## src/rtl/gpio_bus_arbiter_pkg.sv

```systemverilog
// Shared types and constants for the GPIO register-bus arbiter.
package gpio_arb_pkg;

  localparam int unsigned GPIO_ADDR_W = 32;
  localparam int unsigned GPIO_DATA_W = 32;
  localparam int unsigned GPIO_BE_W   = 4;

  localparam logic RESP_OK      = 1'b0;
  localparam logic RESP_TIMEOUT = 1'b1;

  typedef enum logic [1:0] {
    IDLE,
    ACCESS,
    RESP
  } arb_state_e;

endpackage

```

## src/rtl/gpio_bus_arbiter_if.sv

```systemverilog
// Internal GPIO register bus; master side is the arbiter, slave side is gpio_regs.
interface gpio_bus_arbiter_if;
  import gpio_arb_pkg::*;

  logic [GPIO_ADDR_W-1:0] reg_addr;
  logic [GPIO_DATA_W-1:0] reg_wdata;
  logic [GPIO_BE_W-1:0]   reg_be;
  logic                   reg_we;
  logic                   reg_re;
  logic [GPIO_DATA_W-1:0] reg_rdata;
  logic                   reg_ack;

  modport master (
    output reg_addr, reg_wdata, reg_be, reg_we, reg_re,
    input  reg_rdata, reg_ack
  );

  modport slave (
    input  reg_addr, reg_wdata, reg_be, reg_we, reg_re,
    output reg_rdata, reg_ack
  );

endinterface

```

## src/rtl/gpio_bus_arbiter_rr_picker.sv

```systemverilog
// Combinational round-robin picker: first asserted request after last_grant, wrapping.
module gpio_rr_picker #(
  parameter int unsigned N     = 3,
  parameter int unsigned IDX_W = (N > 1) ? $clog2(N) : 1
) (
  input  logic [N-1:0]     req,
  input  logic [IDX_W-1:0] last_grant,
  output logic [N-1:0]     grant,
  output logic [IDX_W-1:0] idx,
  output logic             any
);

  logic [IDX_W-1:0] cand;

  always_comb begin
    grant = '0;
    idx   = '0;
    any   = 1'b0;
    cand  = '0;
    for (int unsigned i = 1; i <= N; i++) begin
      cand = IDX_W'((32'(last_grant) + i) % N);
      if (!any && req[cand]) begin
        any = 1'b1;
        idx = cand;
      end
    end
    if (any) begin
      grant[idx] = 1'b1;
    end
  end

endmodule

```

## src/rtl/gpio_bus_arbiter.sv

```systemverilog
// Round-robin arbiter serialising requester accesses onto the GPIO register bus,
// with an optional ack timeout.
module gpio_bus_arbiter
  import gpio_arb_pkg::*;
#(
  parameter int unsigned NUM_REQ     = 3,
  parameter int unsigned TIMEOUT_CYC = 16
) (
  input  logic                                  clk,
  input  logic                                  reset_n,
  input  logic [NUM_REQ-1:0]                    req_valid,
  input  logic [NUM_REQ-1:0]                    req_we,
  input  logic [NUM_REQ-1:0][GPIO_ADDR_W-1:0]   req_addr,
  input  logic [NUM_REQ-1:0][GPIO_DATA_W-1:0]   req_wdata,
  input  logic [NUM_REQ-1:0][GPIO_BE_W-1:0]     req_be,
  output logic [NUM_REQ-1:0]                    req_ready,
  output logic [NUM_REQ-1:0]                    rsp_valid,
  output logic [GPIO_DATA_W-1:0]                rsp_rdata,
  output logic                                  rsp_err,
  gpio_bus_arbiter_if.master                    reg_bus
);

  localparam int unsigned     IDX_W    = $clog2(NUM_REQ);
  localparam logic [IDX_W-1:0] LAST_RST = IDX_W'(NUM_REQ - 1);
  localparam logic [7:0]      TO_LAST  = 8'(TIMEOUT_CYC - 1);

  arb_state_e             state_q, state_d;
  logic [IDX_W-1:0]       last_grant_q;
  logic [IDX_W-1:0]       idx_q;
  logic                   we_q;
  logic [GPIO_ADDR_W-1:0] addr_q;
  logic [GPIO_DATA_W-1:0] wdata_q;
  logic [GPIO_BE_W-1:0]   be_q;
  logic [7:0]             cnt_q;
  logic [GPIO_DATA_W-1:0] rdata_q;
  logic                   err_q;

  logic [NUM_REQ-1:0]     pick_grant;
  logic [IDX_W-1:0]       pick_idx;
  logic                   pick_any;
  logic                   timeout_hit;

  gpio_rr_picker #(
    .N     (NUM_REQ),
    .IDX_W (IDX_W)
  ) u_picker (
    .req        (req_valid),
    .last_grant (last_grant_q),
    .grant      (pick_grant),
    .idx        (pick_idx),
    .any        (pick_any)
  );

  // Counter value in the last strobe cycle before a timeout is declared.
  assign timeout_hit = (TIMEOUT_CYC != 0) && (cnt_q == TO_LAST);

  always_ff @(posedge clk) begin
    if (!reset_n) begin
      state_q      <= IDLE;
      last_grant_q <= LAST_RST;
      idx_q        <= '0;
      we_q         <= 1'b0;
      addr_q       <= '0;
      wdata_q      <= '0;
      be_q         <= '0;
      cnt_q        <= '0;
      rdata_q      <= '0;
      err_q        <= RESP_OK;
    end else begin
      state_q <= state_d;
      unique case (state_q)
        IDLE: begin
          cnt_q <= '0;
          if (pick_any) begin
            last_grant_q <= pick_idx;
            idx_q        <= pick_idx;
            we_q         <= req_we[pick_idx];
            addr_q       <= req_addr[pick_idx];
            wdata_q      <= req_wdata[pick_idx];
            be_q         <= req_be[pick_idx];
          end
        end
        ACCESS: begin
          if (reg_bus.reg_ack) begin
            rdata_q <= we_q ? '0 : reg_bus.reg_rdata;
            err_q   <= RESP_OK;
          end else if (timeout_hit) begin
            rdata_q <= '0;
            err_q   <= RESP_TIMEOUT;
          end else if (TIMEOUT_CYC != 0) begin
            cnt_q <= cnt_q + 8'd1;
          end
        end
        RESP: begin
          cnt_q <= '0;
        end
        default: begin
          cnt_q <= '0;
        end
      endcase
    end
  end

  always_comb begin
    state_d           = state_q;
    req_ready         = '0;
    rsp_valid         = '0;
    rsp_rdata         = '0;
    rsp_err           = RESP_OK;
    reg_bus.reg_addr  = '0;
    reg_bus.reg_wdata = '0;
    reg_bus.reg_be    = '0;
    reg_bus.reg_we    = 1'b0;
    reg_bus.reg_re    = 1'b0;

    unique case (state_q)
      IDLE: begin
        if (pick_any) begin
          req_ready = pick_grant;
          state_d   = ACCESS;
        end
      end
      ACCESS: begin
        reg_bus.reg_addr  = addr_q;
        reg_bus.reg_wdata = wdata_q;
        reg_bus.reg_be    = be_q;
        reg_bus.reg_we    = we_q;
        reg_bus.reg_re    = !we_q;
        if (reg_bus.reg_ack || timeout_hit) begin
          state_d = RESP;
        end
      end
      RESP: begin
        rsp_valid[idx_q] = 1'b1;
        rsp_rdata        = rdata_q;
        rsp_err          = err_q;
        state_d          = IDLE;
      end
      default: begin
        state_d = IDLE;
      end
    endcase
  end

endmodule
```

## src/flat_wrapper.sv

```systemverilog
// flat-port wrapper written by rule: the top's interface ports become plain ports
module gpio_bus_arbiter_flat import gpio_arb_pkg::*;
#(
  parameter int unsigned NUM_REQ     = 3,
  parameter int unsigned TIMEOUT_CYC = 16
)
  (clk, reset_n, req_valid, req_we, req_addr, req_wdata, req_be, req_ready, rsp_valid, rsp_rdata, rsp_err, reg_bus_reg_addr, reg_bus_reg_wdata, reg_bus_reg_be, reg_bus_reg_we, reg_bus_reg_re, reg_bus_reg_rdata, reg_bus_reg_ack);
  gpio_bus_arbiter_if reg_bus_i ();
  input  logic clk;
  input  logic reset_n;
  input  logic [NUM_REQ-1:0] req_valid;
  input  logic [NUM_REQ-1:0] req_we;
  input  logic [NUM_REQ-1:0][GPIO_ADDR_W-1:0] req_addr;
  input  logic [NUM_REQ-1:0][GPIO_DATA_W-1:0] req_wdata;
  input  logic [NUM_REQ-1:0][GPIO_BE_W-1:0] req_be;
  output logic [NUM_REQ-1:0] req_ready;
  output logic [NUM_REQ-1:0] rsp_valid;
  output logic [GPIO_DATA_W-1:0] rsp_rdata;
  output logic rsp_err;
  output wire logic [$bits(reg_bus_i.reg_addr)-1:0] reg_bus_reg_addr;
  output wire logic [$bits(reg_bus_i.reg_wdata)-1:0] reg_bus_reg_wdata;
  output wire logic [$bits(reg_bus_i.reg_be)-1:0] reg_bus_reg_be;
  output wire logic [$bits(reg_bus_i.reg_we)-1:0] reg_bus_reg_we;
  output wire logic [$bits(reg_bus_i.reg_re)-1:0] reg_bus_reg_re;
  input wire logic [$bits(reg_bus_i.reg_rdata)-1:0] reg_bus_reg_rdata;
  input wire logic [$bits(reg_bus_i.reg_ack)-1:0] reg_bus_reg_ack;
  assign reg_bus_reg_addr = reg_bus_i.reg_addr;
  assign reg_bus_reg_wdata = reg_bus_i.reg_wdata;
  assign reg_bus_reg_be = reg_bus_i.reg_be;
  assign reg_bus_reg_we = reg_bus_i.reg_we;
  assign reg_bus_reg_re = reg_bus_i.reg_re;
  assign reg_bus_i.reg_rdata = reg_bus_reg_rdata;
  assign reg_bus_i.reg_ack = reg_bus_reg_ack;
  gpio_bus_arbiter #(.NUM_REQ(NUM_REQ), .TIMEOUT_CYC(TIMEOUT_CYC)) u_core (.clk(clk), .reset_n(reset_n), .req_valid(req_valid), .req_we(req_we), .req_addr(req_addr), .req_wdata(req_wdata), .req_be(req_be), .req_ready(req_ready), .rsp_valid(rsp_valid), .rsp_rdata(rsp_rdata), .rsp_err(rsp_err), .reg_bus(reg_bus_i));
endmodule
```

## config.mk

```make
export PLATFORM = sky130hd
export DESIGN_NAME = gpio_bus_arbiter_flat
export DESIGN_NICKNAME = d
export VERILOG_FILES = /design/src/rtl/gpio_bus_arbiter_pkg.sv /design/src/rtl/gpio_bus_arbiter_if.sv /design/src/rtl/gpio_bus_arbiter_rr_picker.sv /design/src/rtl/gpio_bus_arbiter.sv /design/src/flat_wrapper.sv
export SDC_FILE = /design/constraint.sdc
export NUM_CORES = 1
export LEC_CHECK = 0
export CAP_MARGIN = 10
export CORE_AREA = 2 2 139 141
export DETAILED_ROUTE_END_ITERATION = 6
export DIE_AREA = 0 0 141 143
export PLACE_DENSITY = 0.77
export RECOVER_POWER = 100
export SYNTH_ARGS = -nofsm -noshare
export SYNTH_HDL_FRONTEND = slang
export SYNTH_SLANG_ARGS = --single-unit
```

## constraint.sdc

```tcl
create_clock -name clk -period 3.2 [get_ports clk]
set_clock_uncertainty 0.05 [all_clocks]
set_input_delay 0.64 -clock clk [delete_from_list [all_inputs] [get_ports clk]]
set_output_delay 0.64 -clock clk [all_outputs]
set_load 0.02 [all_outputs]
```

# --- After elaboration in Yosys (flattened, before gate mapping) ---
# Cells that the tools add are included.
word_totals:
  mem_bits_rw: 0
  input_bits: 245
  wordCells: 88
  mem_bits_ro: 0
  register_bits: 116
  out_inout_bits: 109
  latchBits: 0
  n_memories: 0
classes:
  n_lt_le_gt_ge: 7
  reduce_logical: 15
  n_bitwise: 2
  n_eq_ne: 5
  mux: 42
  div_mod_pow: 3
  multipliers: 0
  n_shift: 0
  addsub: 4
op_table:
  columns: ["op", "count"]
  rows:
  - ["two-way mux 32 bit", 8]
  - ["binary-select mux 32 bit (select 2 bit)", 2]
  - ["modulo 32 x 2 -> 32 bit (second input constant)", 3]
  - ["less-than comparator 2 x 3 -> 1 bit (second input constant)", 5]
  - ["two-way mux 1 bit", 14]
  - ["two-way mux 2 bit", 5]
  - ["AND reduction 2 bit", 5]
  - ["two-way mux 3 bit", 3]
  - ["adder 8 x 1 -> 8 bit (second input constant)", 1]
  - ["binary-select mux 1 bit (select 2 bit)", 4]
  - ["binary-select mux 4 bit (select 2 bit)", 1]
  - ["== test 8 x 4 -> 1 bit (second input constant)", 1]
  - ["two-way mux 4 bit", 2]
  - ["adder 2 x 2 -> 3 bit (second input constant)", 2]
  - ["demux 1 bit (select 2 bit)", 2]
  - ["greater-or-equal comparator 2 x 1 -> 1 bit (second input constant)", 2]
  - ["logical AND 1 bit", 4]
  - ["!= test 2 x 1 -> 1 bit (second input constant)", 2]
  - ["one-hot mux 2 bit (2 select lines)", 1]
  - ["adder 2 x 1 -> 3 bit (second input constant)", 1]
  - ["logical NOT 1 bit", 3]
  - ["== test 2 x 1 -> 1 bit (second input constant)", 1]
  - ["== test 2 bit (second input constant)", 1]
  - ["logical NOT 2 bit", 1]
  - ["3 further kinds", 4]

# --- Depth between registers and ports, before layout ---
# Gate-level depths: netlist of the first run.
logic_depth:
  word_depth: 17
  depth_mapped: 11
  depth_no_buf: 7

# --- Cells and area by module ---
# From an unflattened synthesis of the first run, not the netlist that was laid out.
unflattened:
  hier_cells: 772
  area_unflattened_um2: 6626.4
by_module_without_submodules:
  columns: ["module", "area_each_um2", "n_inst", "cells_per_inst", "seq_area_each_um2"]
  rows:
  - ["gpio_bus_arbiter", 6368.6, 1, 733, 2302.2]
  - ["gpio_rr_picker", 257.7, 1, 39, 0.0]

# --- Worst setup path after synthesis of the first run ---
# OpenSTA, ideal clock, no wires.
synth_timing:
  path_kind: "reg2out"
  startpoint: "reg, netlist name u_core.idx_q[0]"
  endpoint: "out req_ready[0]"
  stages_incl_launch_ff: 10
  slack_ns: 0.376
  required_time_ns: 2.510
  t_arrival_ns: 2.134
  path_buffers: 3
  cell_sequence: "dfxtp_1 -> inv_1 -> ha_1 -> buf_2 -> o21a_1 -> a311o_1 -> clkbuf_1 -> buf_2 -> nor2_1 -> and2_1"
synth_lines:
  columns: ["element", "line", "rtl"]
  rows:
  - ["end, declared", "flat_wrapper.sv:16", "output logic [NUM_REQ-1:0] req_ready;"]

# --- Worst setup path after layout of the first run ---
layout_timing:
  startpoint: "in req_valid[2]"
  endpoint: "out req_ready[1]"
layout_between:
  elab_chain_cells: 15
  word_cells_on_any_way: 23
  cone_classes: "2 x order compare; 16 x mux; 5 x reduce/logical"
layout_lines:
  columns: ["element", "line", "rtl"]
  rows:
  - ["start, declared", "flat_wrapper.sv:11", "input logic [NUM_REQ-1:0] req_valid;"]
  - ["binary-select mux 1 bit (select 2 bit)", "gpio_bus_arbiter_rr_picker.sv:22", "if (!any && req[cand]) begin"]
  - ["two-way mux 1 bit (not written as such)", "gpio_bus_arbiter_rr_picker.sv:22", null]
  - ["two-way mux 1 bit", "gpio_bus_arbiter_rr_picker.sv:22", null]
  - ["logical NOT 1 bit", "gpio_bus_arbiter_rr_picker.sv:22", null]
  - ["logical AND 1 bit", "gpio_bus_arbiter_rr_picker.sv:22", null]
  - ["two-way mux 1 bit", "gpio_bus_arbiter_rr_picker.sv:22", null]
  - ["logical NOT 1 bit", "gpio_bus_arbiter_rr_picker.sv:22", null]
  - ["logical AND 1 bit", "gpio_bus_arbiter_rr_picker.sv:22", null]
  - ["two-way mux 2 bit", "gpio_bus_arbiter_rr_picker.sv:22", null]
  - ["less-than comparator 2 x 3 -> 1 bit (not written as such) or greater-or-equal comparator 2 x 1 -> 1 bit (tied branches)", "gpio_bus_arbiter_rr_picker.sv:28", "grant[idx] = 1'b1;"]
  - ["logical AND 1 bit (not written as such)", "gpio_bus_arbiter_rr_picker.sv:28", null]
  - ["two-way mux 1 bit (not written as such)", "gpio_bus_arbiter_rr_picker.sv:28", null]
  - ["demux 1 bit (select 2 bit)", "gpio_bus_arbiter_rr_picker.sv:28", null]
  - ["two-way mux 3 bit (*)", "gpio_bus_arbiter.sv:118", "if (pick_any) begin"]
  - ["two-way mux 3 bit (*)", "gpio_bus_arbiter.sv:116", "unique case (state_q)"]
# Every way passes the cells marked *; elsewhere a longest branch is shown, timed or not. The select of a mux whose other input is x is not followed.

==> results of run 1 <==
final cells by class:
cell class,instances,area share (%)
clock buffers,17,3.88
well taps,234,2.67
flip-flops and latches,115,21.0
clock inverters,15,1.78
inverters,3,0.103
repair buffers,382,34.9
multi-input cells,564,35.6
diodes,1,0.0228
what timing repair did:
item / 4_1_cts / 5_1_grt
gates cloned: 0 / 0
resized for setup: 11 / 8
setup endpoints to repair: 3 / 27
cells by family after synthesis:
| family | after synthesis | synth area share [%] |
|---|---|---|
| and+or+nand+nor | 356 | 29.1 |
| AOI/OAI and AO/OA | 124 | 16.8 |
| DFF | 115 | 35.4 |
| buffers and inverters | 85 | 5.73 |
| muxes | 73 | 11.2 |
| xor gates and xnor gates | 6 | 0.807 |
| adders and majority gates | 5 | 0.961 |
worst min-delay path, cell delays in order (launching register included):
cell and delay (ns):
dfxtp_1 0.30, nand2_1 0.04, a21boi_0 0.06
per-layer routing:
metal	vias up	global-route usage, %	part of all wire, %
met5	-	0	0
li1	3419	-	-
met4	0	6.68	1.9
met3	30	6.74	7.8
met1	3346	28.4	41
met2	289	37.9	49
flip-flops by register name, indices dropped and copies added, names as in the netlist:
name	count
u_core.addr_q	32
u_core.be_q	4
u_core.cnt_q	8
u_core.err_q	1
u_core.idx_q	2
u_core.last_grant_q	1
u_core.rdata_q	32
u_core.state_q	2
u_core.wdata_q	32
u_core.we_q	1
report_power, final:
part / switching [uW] / internal, uW
Combinational: 2340 / 1880
Sequential: 173 / 1770
Clock: 774 / 1250
Total: 3290 / 4900
worst min path at each step:
stage                             from            endpoint  slack, ns  cells after the start
finish              u_core.rdata_q[20]  u_core.rdata_q[20]       0.41                      2
global route         u_core.rdata_q[9]   u_core.rdata_q[9]       0.43                      2
CTS                  u_core.rdata_q[9]   u_core.rdata_q[9]       0.41                      2
detailed placement  u_core.rdata_q[16]  u_core.rdata_q[16]       0.40                      2
global placement     u_core.rdata_q[9]   u_core.rdata_q[9]       0.39                      2
floorplan           u_core.rdata_q[10]  u_core.rdata_q[10]       0.39                      2
per-stage QoR:
stage	setup WS (ns)	setup TNS [ns]	hold WS, ns	instance area [um2]
finish	0.0432	0	0.405	11000
global route	-0.0513	-0.0911	0.432	11000
CTS	0.0310	0	0.409	10900
detailed placement	-0.304	-17.09	0.401	10300
global placement	-0.299	-14.32	0.393	10300
floorplan	0.376	0	0.386	6510
layout by cell type, fill, tap and decap left out, drive strengths merged, types with 4 or more instances in the layout:
master | netlist | layout
a21boi | 33 | 33
and2 | 105 | 105
buf | 34 | 29
clkbuf | 48 | 18
clkdlybuf4s50 | 0 | 347
clkinv | 0 | 5
dfxtp | 115 | 115
ha | 5 | 5
inv | 3 | 9
mux2i | 73 | 73
nand2 | 38 | 38
nand3 | 174 | 174
nand3b | 4 | 4
nor2 | 15 | 15
nor2b | 6 | 6
nor3b | 4 | 4
o21ai | 6 | 6
o221ai | 70 | 70
xor2 | 4 | 4
==> reports/metrics.yaml, run 1 <==
power_and_ir_drop:
  p_total_uw: 8180
  p_leak_uw: 0.00397
  vdd_drop_max_v: 0.000573
  power_density_mw_per_mm2: 746
logic_synthesis:
  syn_area_mm2: 0.00651
  synth_common_cells: "nand3_1, dfxtp_1, and2_1, mux2i_1, o221ai_1"
  yosysWarnings: 0
  ys_seq_elements: 115
  yosysMostFrequentCell: "nand3_1"
  synthDistinctLibCells: 40
  synth_largest_area_cell: "dfxtp_1"
  synthCells: 764
  syn_area_per_cell_um2: 8.52
  synth_async_sr_flop_share_pct: 0
  synth_ff_type: "dfxtp_1"
  netlist_top_cells_area: "dfxtp_1, nand3_1, mux2i_1, and2_1, o221ai_1"
  synth_top_area_share_pct: 35.4
  synth_nets: 1014
  yosysSeqAreaShare_pct: 35.4
  synth_edf_count: 0
placement:
  dp_hpwl_um: 16700
  portBuffers: 353
  gp_congestion: 0.894
  placed_cells: 1298
floorplan:
  dieArea_mm2: 0.0202
  row_count: 50
  floorplan.initialDensity_pct: 35.0
  core_area_mm2: 0.0186
  die_x_um: 141
  design.portCount: 354
  die_h_um: 143
global_route:
  track_usage_pct: 22.7
  grt_pass1_vias: 6620
  grt_max_degree: 91
  grt_pass1_wl_um: 36100
  grt_overflow: 0
  antenna_found_initial: 0
finish:
  drive_gt1_share_pct: 7.94
  num-nets-final: 1333
  area_growth_pct: 68.5
  utilization_pct: 59.0
  layout.cells.non_filler: 1331
  ff_latch_area_mm2: 0.00230
  nFillCells: 1673
  multi_input_area_mm2: 0.00391
sta:
  drv_slew: 0
  hold_viol: 0
  setup_viol: 0
  period_share_pct: 98.6
  max_slew.worst_pin.slew_ns: 0.820
  fmax_mhz: 317
  min_period_ns: 3.16
  maxSlewHeadroom_pct: 45.3
worst_setup_path:
  reg2reg_from: "u_core.last_grant_q[1]"
  crit_family: "buffers and inverters"
  critPathMaxFanout: 4
  crit_required_ns: 2.51
  crit_buf_inv: 2
  end_kind: "output pin"
  crit_path_cell_trace: "clkdlybuf4s50_1, mux2i_2, o21a_1, a311o_2, nor2_2, and2_1, clkdlybuf4s15_2"
  critical_path.max_stage_delay_ns: 0.56
  crit_path_start_kind: "input pin"
  startpoint: "req_valid[2]"
  crit_slowest_cell: "clkdlybuf4s50_1"
  endpoint: "req_ready[1]"
  r2r_slack_ns: 0.26
  r2r-end: "u_core.wdata_q[24]"
  cp_num_cells: 7
  critical_path_class: "in -> out"
  worstPathArrival_ns: 2.47
  r2r_cells: 9
routing:
  firstDrtPassIters: 7
  drt-wirelength-per-cell_um: 17.8
  ant_nets: 0
  drt_wl_total_um: 23600
  vias_per_cell: 5.32
  drt_iter0_drc: 479
  drc_errors: 0
  num_vias: 7084
clocking:
  cts_max_level: 4
  clock_sink_count: 115
  clk_latency_ns: 0.41
  clkTransAtPathRegs_ns: 0.06
  cts_hold_buf: 0
  tritoncts: "done"
  cts-root-buf: "clkbuf_16"
  clock_tree.buffer_depth: 2
  cts_made_buffers: 17
  post_cts.repair.setup_buffers: 0
min_path:
  hold_class: "reg -> reg"
run:
  maxCapViolCount: 0
status:
  status: "finished clean"
Note: power is estimated with default switching activity, not from simulation.
==> inputs of run 2 (changes only) <==
--- a/config.mk
+++ b/config.mk
@@ -6,10 +6,10 @@
 export NUM_CORES = 1
 export LEC_CHECK = 0
 export CAP_MARGIN = 10
-export CORE_AREA = 2 2 139 141
+export CORE_AREA = 3 3 136 138
 export DETAILED_ROUTE_END_ITERATION = 6
-export DIE_AREA = 0 0 141 143
-export PLACE_DENSITY = 0.77
+export DIE_AREA = 0 0 139 141
+export PLACE_DENSITY = 0.81
 export RECOVER_POWER = 100
 export SYNTH_ARGS = -nofsm -noshare
 export SYNTH_HDL_FRONTEND = slang
==> run 2 against run 1 <==
Against the previous run: wire length down 0.14%; setup slack improved by 0.070 ns; sequential share of layout area increased by 0.11 points; register-to-register slack got worse by 0.03 ns; first-iteration DRC count decreased by 21%; count of clock-buffer cells in the layout unchanged; cell area shrank 0.51%; core utilization up 4.1 points; sequential cell count stayed put; largest power group unchanged.
==> reports/metrics.yaml, run 2 (synthesis results as in run 1) <==
worst_setup_path:
  crit_required_ns: 2.51
  endpoint: "req_ready[1]"
  r2r-end: "u_core.addr_q[12]"
  critical_path_class: "reg -> out"
  critical_path.max_stage_delay_ns: 0.42
  crit_buf_inv: 2
  r2r_slack_ns: 0.23
  critPathMaxFanout: 8
  crit_path_cell_trace: "inv_1, ha_4, mux2i_1, o22a_1, a311o_2, nor2_2, and2_1, clkdlybuf4s15_2"
  worstPathArrival_ns: 2.40
  cp_num_cells: 8
  reg2reg_from: "u_core.last_grant_q[1]"
  end_kind: "output pin"
  startpoint: "u_core.last_grant_q[1]"
  crit_path_start_kind: "flop"
  r2r_cells: 10
  crit_slowest_cell: "a311o_2"
  crit_family: "compound AO/OA/AOI/OAI gates"
global_route:
  antenna_found_initial: 0
  grt_pass1_wl_um: 36700
  track_usage_pct: 23.0
  grt_max_degree: 98
  grt_pass1_vias: 6933
  grt_overflow: 0
sta:
  min_period_ns: 3.09
  fin_hold_ws_ns: 0.405
  drv_slew: 0
  fmax_mhz: 324
  max_slew.worst_pin.slew_ns: 0.742
  setup_tns_ns: 0
  period_share_pct: 96.4
  setup_viol: 0
  hold_viol: 0
  maxSlewHeadroom_pct: 50.5
min_path:
  hold_class: "reg -> reg"
finish:
  nFillCells: 1462
  drive_gt1_share_pct: 8.27
  num-nets-final: 1338
  largestRegisters: "u_core.addr_q: 32 flops, u_core.rdata_q: 32 flops, u_core.wdata_q: 32 flops"
  area_growth_pct: 67.6
  antennaDiodeCount: 0
  final_cell_mix: "clkdlybuf4s50_1, nand3_1, dfxtp_1"
  final_common_cell: "clkdlybuf4s50_1"
routing:
  vias_per_cell: 5.33
  drc_errors: 0
  drt-wirelength-per-cell_um: 17.8
  drt_wl_total_um: 23600
  num_vias: 7069
  firstDrtPassIters: 5
  drt_iter0_drc: 377
  ant_nets: 0
clocking:
  clkTransAtPathRegs_ns: 0.06
  clock_sink_count: 115
  cts_max_level: 4
  clock_tree.buffer_depth: 2
  tritoncts: "done"
  cts-root-buf: "clkbuf_16"
  cts_made_buffers: 17
  clk_latency_ns: 0.41
floorplan:
  floorplan.initialDensity_pct: 37.6
  dieArea_mm2: 0.0196
  design.portCount: 354
  die_x_um: 139
  core_area_mm2: 0.0173
  row_count: 48
  die_h_um: 141
placement:
  dp_hpwl_um: 17100
  gp_congestion: 0.840
  portBuffers: 353
power_and_ir_drop:
  vdd_drop_max_v: 0.00170
  power_density_mw_per_mm2: 732
  p_leak_uw: 0.00404
run:
  maxCapViolCount: 0
status:
  status: "finished clean"
run 2: changes by cell type in the layout (fill, tap and decap cells not counted), sizes merged:
| cell | before | now |
|---|---|---|
| inv | 9 | 11 |
| bufinv | 3 | 2 |
| clkinvlp | 1 | 3 |
| dlygate4sd3 | 0 | 29 |
| clkinv | 5 | 2 |
| clkdlybuf4s50 | 347 | 318 |
| clkbuf | 18 | 22 |
| buf | 29 | 31 |
| diode | 1 | 0 |
| dlygate4sd2 | 1 | 0 |
run 2: cell type report:
| class | instances | area, um2 | share of cell area, % |
|---|---|---|---|
| multi-input combinational | 564 | 3900 | 35.7 |
| timing repair buffer | 387 | 3820 | 35.0 |
| sequential | 115 | 2300 | 21.1 |
| clock buffer | 17 | 425 | 3.90 |
| tap | 225 | 282 | 2.58 |
| clock inverter | 15 | 169 | 1.55 |
| inverter | 3 | 11.3 | 0.103 |
run 2: report_power, final:
| group | internal [uW] | switching (uW) | total [uW] |
|---|---|---|---|
| sequential | 1770 | 168 | 1940 |
| clock | 1170 | 751 | 1920 |
| combinational | 1800 | 2320 | 4120 |
run 2: how the worst min path moves through the flow:
stage | cells past startpoint | slack [ns] | to | startpoint
after floorplan | 2 | 0.39 | u_core.rdata_q[10] | u_core.rdata_q[10]
after global placement | 2 | 0.39 | u_core.rdata_q[28] | u_core.rdata_q[28]
after detailed placement | 2 | 0.40 | u_core.rdata_q[25] | u_core.rdata_q[25]
after CTS | 2 | 0.41 | u_core.rdata_q[25] | u_core.rdata_q[25]
after global routing | 2 | 0.42 | u_core.rdata_q[3] | u_core.rdata_q[3]
final | 2 | 0.40 | u_core.rdata_q[3] | u_core.rdata_q[3]
run 2: metrics by stage:
stage,utilization [%],instances,worst slack [ns],total power (uW),instance area (um2)
finish,63.1,1326,0.114,7980,10900
global route,63.1,1326,-0.0116,8460,10900
CTS,63.0,1326,0.00985,8050,10900
detailed placement,59.6,1294,-0.322,6120,10300
global placement,59.6,1294,-0.283,6050,10300
floorplan,-,764,0.376,4690,6510
run 2: what timing repair did:
action,4_1_cts,5_1_grt
setup buffers,0,0
resized for setup,8,11
endpoints found under the setup margin,3,32
hold buffers,0,0
run 2: routing by layer:
metal | vias to the layer above | GRT usage [%] | part of all wire (%)
met5 | - | 0 | 0
met3 | 32 | 6.00 | 6.4
li1 | 3424 | - | -
met2 | 262 | 39.5 | 51
met4 | 0 | 7.31 | 2.0
met1 | 3351 | 28.4 | 40
run 2: worst min-delay path: stages (launching register included):
cell and delay, ns:
dfxtp_1 0.30, nand2_1 0.04, a21boi_0 0.06
